[config.mk]
export PLATFORM = sky130hd
export DESIGN_NAME = product_accumulator
export DESIGN_NICKNAME = d
export VERILOG_FILES = /design/src/rtl/product_accumulator.sv
export SDC_FILE = /design/constraint.sdc
export NUM_CORES = 1
export LEC_CHECK = 0
export BUFFER_PORTS_ARGS = -buffer_cell sky130_fd_sc_hd__buf_2
export CORE_AREA = 4 4 78 80
export DETAILED_ROUTE_END_ITERATION = 16
export DIE_AREA = 0 0 82 84
export MAX_ROUTING_LAYER = met4
export PLACE_DENSITY = 0.75
export REMOVE_ABC_BUFFERS = 1
export SYNTH_ARGS = -nofsm -noshare
export SYNTH_HDL_FRONTEND = slang
export SYNTH_SLANG_ARGS = --single-unit
[constraint.sdc]
create_clock -name clock -period 6.4 [get_ports clock]
set_input_delay 1.28 -clock clock [delete_from_list [all_inputs] [get_ports clock]]
set_output_delay 1.28 -clock clock [all_outputs]
set_load 0.05 [all_outputs]
[src/rtl/product_accumulator.sv]
// Sums groups of up to NTERMS unsigned products from a multiplier stream and presents each
// group sum with its term count over a valid/ready output handshake.
module product_accumulator #(
  parameter int unsigned NBITS  = 8,
  parameter int unsigned NTERMS = 4,
  parameter int unsigned ACCW   = 2 * NBITS + $clog2(NTERMS + 1)
) (
  input  logic                         clock,
  input  logic                         reset,
  input  logic [2*NBITS-1:0]           product,
  input  logic                         iValid,
  input  logic                         iLast,
  output logic                         iReady,
  output logic [ACCW-1:0]              sum,
  output logic [$clog2(NTERMS+1)-1:0]  terms,
  output logic                         oValid,
  input  logic                         oReady
);

  localparam int unsigned CNTW = $clog2(NTERMS + 1);

  typedef enum logic {StAcc, StHold} state_e;

  state_e          r_state;
  logic [ACCW-1:0] r_acc;
  logic [CNTW-1:0] r_cnt;
  logic [ACCW-1:0] r_sum;
  logic [CNTW-1:0] r_terms;
  logic            r_iready;
  logic            r_ovalid;

  logic            w_accept;
  logic            w_group_end;
  logic [ACCW-1:0] w_acc_next;
  logic [CNTW-1:0] w_cnt_next;

  assign w_accept    = iValid && r_iready;
  assign w_acc_next  = r_acc + ACCW'(product);
  assign w_cnt_next  = r_cnt + CNTW'(1);
  assign w_group_end = w_accept && (iLast || (w_cnt_next == CNTW'(NTERMS)));

  // r_iready starts at 0 so the block refuses input until the first edge after reset release.
  always_ff @(posedge clock or negedge reset) begin
    if (!reset) begin
      r_state  <= StAcc;
      r_acc    <= '0;
      r_cnt    <= '0;
      r_sum    <= '0;
      r_terms  <= '0;
      r_iready <= 1'b0;
      r_ovalid <= 1'b0;
    end else begin
      case (r_state)
        StAcc: begin
          r_iready <= 1'b1;
          if (w_group_end) begin
            r_sum    <= w_acc_next;
            r_terms  <= w_cnt_next;
            r_acc    <= '0;
            r_cnt    <= '0;
            r_state  <= StHold;
            r_iready <= 1'b0;
            r_ovalid <= 1'b1;
          end else if (w_accept) begin
            r_acc <= w_acc_next;
            r_cnt <= w_cnt_next;
          end
        end
        StHold: begin
          if (oReady) begin
            r_state  <= StAcc;
            r_iready <= 1'b1;
            r_ovalid <= 1'b0;
          end
        end
        default: begin
          r_state  <= StAcc;
          r_iready <= 1'b0;
          r_ovalid <= 1'b0;
        end
      endcase
    end
  end

  assign iReady = r_iready;
  assign oValid = r_ovalid;
  assign sum    = r_sum;
  assign terms  = r_terms;

endmodule
==> metrics.txt <==
first-pass GRT wire length between 10 and 15 mm; sequential share of the synthesized area 0.411; DIE AREA 6890 sq um; # clock sinks between 40 and 50; headroom to the max-slew limit 0.306; Leak 1.55 nW; routed wire length 6.54 mm; Num CTS Buffers 5; CP Data Required Time 6.64 ns; drt first pass iters 4; Synth top area share 0.411; grt total ovfl 0; synth top area cells dfrtp_1, ha_1, nand2_1, a22o_1, a21oi_1; flops & latches, synth 47; Worst R2R End sum[8]; Synth Flop Type dfrtp_1; power density over the cells 535 nW/um^2; reg2reg path depth 9; Post-Layout Cell Count slightly above 400; Async SR Flop Fraction 1.00; crit path launch type input port; top cells by count, synth nand2_1, dfrtp_1, a21oi_1, ha_1, o21ai_0; Vias 2348; Gate power share 0.566; Worst Path Max Fanout 4; pin count of the biggest net entering global routing 48; Setup TNS Final 0 ns; post-CTS sizing 0; period utilization 0.480; drt via density 5.74; WS Path Type in -> reg; H-tree depth 2; Max Cap Viol 0; nets 376; Placer Congestion 0.943; CTS Root Cell clkbuf_8; outcome finished clean; Worst-Skew Late Latency approximately 0.3 ns; Worst Tran Pin Value roughly 1.0 ns; RSZ-0062 raised after global routing false; R2R Setup Slk around 4 ns; post-route ant nets 0; Worst Setup SP product[0]; Seq pwr share 0.285; Clock Skew 0.00683 ns; Inst Count DP 401; number of flops mapped to enable cells by yosys 0; most frequent cell after synthesis nand2_1; clock share of power 0.149; crit path to sum[8]; NetSw roughly 830 uW; post-synth cell types 56; WL/cell 16.0 um; Max VDD drop 0.276 mV; Post-Synthesis Mean Instance Area 9.58 sq um; postcts setup bufs 0; number of global-route vias before repair 2299; core area approximately 5400 sq um; crit path time final 3.07 ns; Max Slew Vio Count 0; Mapped Area 2860 sq um; DRC 0; IO buf count 44; effective utilization at floorplan 0.530; Core Rows 27; io pins between 40 and 50; DP HPWL 4.69 mm; internal cell power 894 uW; area grow syn2layout 12.6%; Crit. End Element flip-flop; yosys warns 0; Worst Path Arrival 3.31 ns; Die X 82 um; Sw Share 0.482; Reg clk slew, reported paths 0.09 ns; CTS tree done; ANT cells 0; Pwr Total between 1.5 and 2 mW; Hold Fails Final Rpt 0; share of cells above drive strength 1 0.217; Worst Hold Class reg -> reg; Reg2Reg Launch Point r_acc[0]; Final setup violation count 0; Max Root-Sink Buffers 2; hold_buf cts 0; dominant cell type by area after synthesis dfrtp_1; initial antenna violation count 0; maximum clock rate 325 MHz; GRT Overall Usage 0.209; Post-Syn Instances roughly 300; first-iteration detailed-routing DRC count 66; die height approximately 84 um
==> per-layer routing <==
metal	GRT usage	wire, um	vias to the layer above
li1	-	-	1162
met4	0.0393	48	0
met5	-	0	-
met2	0.320	3100	51
met3	0.0367	279	6
met1	0.293	3110	1129
==> layout make-up <==
type | instances | area [sq um]
clock buffers | 6 | 72.6
clock inverters | 2 | 60.1
fillers | 512 | 2180
inverters | 7 | 26.3
multi-input cells | 230 | 1570
flip-flops and latches | 47 | 1180
well taps | 72 | 90.1
repair buffers | 45 | 228
==> logic make-up after synthesis <==
family,count (synthesis),synth area share
simple gates,107,0.195
compound gates,85,0.204
flops,47,0.411
buf+inv,22,0.0415
fa+ha+maj,19,0.0856
xor+xnor,12,0.0367
mux,7,0.0271
==> power groups by stage <==
| stage | Sequential (mW) | Combinational, mW | Clock, mW |
|---|---|---|---|
| finish | 0.492 | 0.977 | 0.257 |
| global route | 0.509 | 1.07 | 0.275 |
| CTS | 0.493 | 0.977 | 0.263 |
| detailed placement | 0.497 | 0.973 | 0 |
| global placement | 0.489 | 0.959 | 0 |
| floorplan | 0.733 | 0.512 | 0 |
==> metrics by stage <==
| step | util | worst slack, ns | hold slack (ns) | instance area [sq um] |
|---|---|---|---|---|
| floorplan | - | 3.36 | 0.450 | 2770 |
| global placement | 0.572 | 3.10 | 0.451 | 3090 |
| detailed placement | 0.572 | 3.06 | 0.457 | 3090 |
| CTS | 0.597 | 3.39 | 0.479 | 3220 |
| global route | 0.597 | 3.25 | 0.502 | 3220 |
| finish | 0.597 | 3.33 | 0.475 | 3220 |
==> worst min-delay path by stage <==
stage / slack [ns] / end / cells past startpoint / start
2_1_floorplan: 0.45 / r_cnt[2] / 2 / r_cnt[2]
3_3_place_gp: 0.45 / sum[7] / 2 / sum[7]
3_5_place_dp: 0.46 / terms[1] / 2 / terms[1]
4_1_cts: 0.48 / terms[1] / 2 / terms[1]
5_1_grt: 0.50 / sum[7] / 2 / sum[7]
6_report: 0.47 / sum[4] / 2 / sum[4]
==> flip-flops by register name, indices dropped and copies added, names as in the netlist <==
name     cells
r_acc       19
terms        3
oValid       1
iReady       1
r_cnt        3
sum         19
r_state      1
==> cells in the final DEF, fill, tap and decap left out, drive strengths merged, types with 3 or more instances in the layout <==
cell	count
nand2b	3
a311oi	3
a22o	12
o31ai	4
nor2	14
a221o	3
a21o	4
nand3b	3
o21ai	20
nand3	9
inv	7
xor2	4
mux2	6
or3	3
o211ai	3
a31oi	3
nand2	53
clkbuf	6
o21a	3
dfrtp	47
nor3	3
nand4b	4
a21oi	21
buf	45
ha	18
xnor2	8
==> critical path: stages <==
cell       delay (ns)
buf_2            0.08
ha_1             0.18
inv_1            0.06
fa_1             0.40
nor2b_1          0.25
o2111ai_1        0.18
nand3b_1         0.18
a21oi_1          0.14
or4b_1           0.48
nand3_1          0.08
Note: power is estimated with default switching activity, not from simulation.
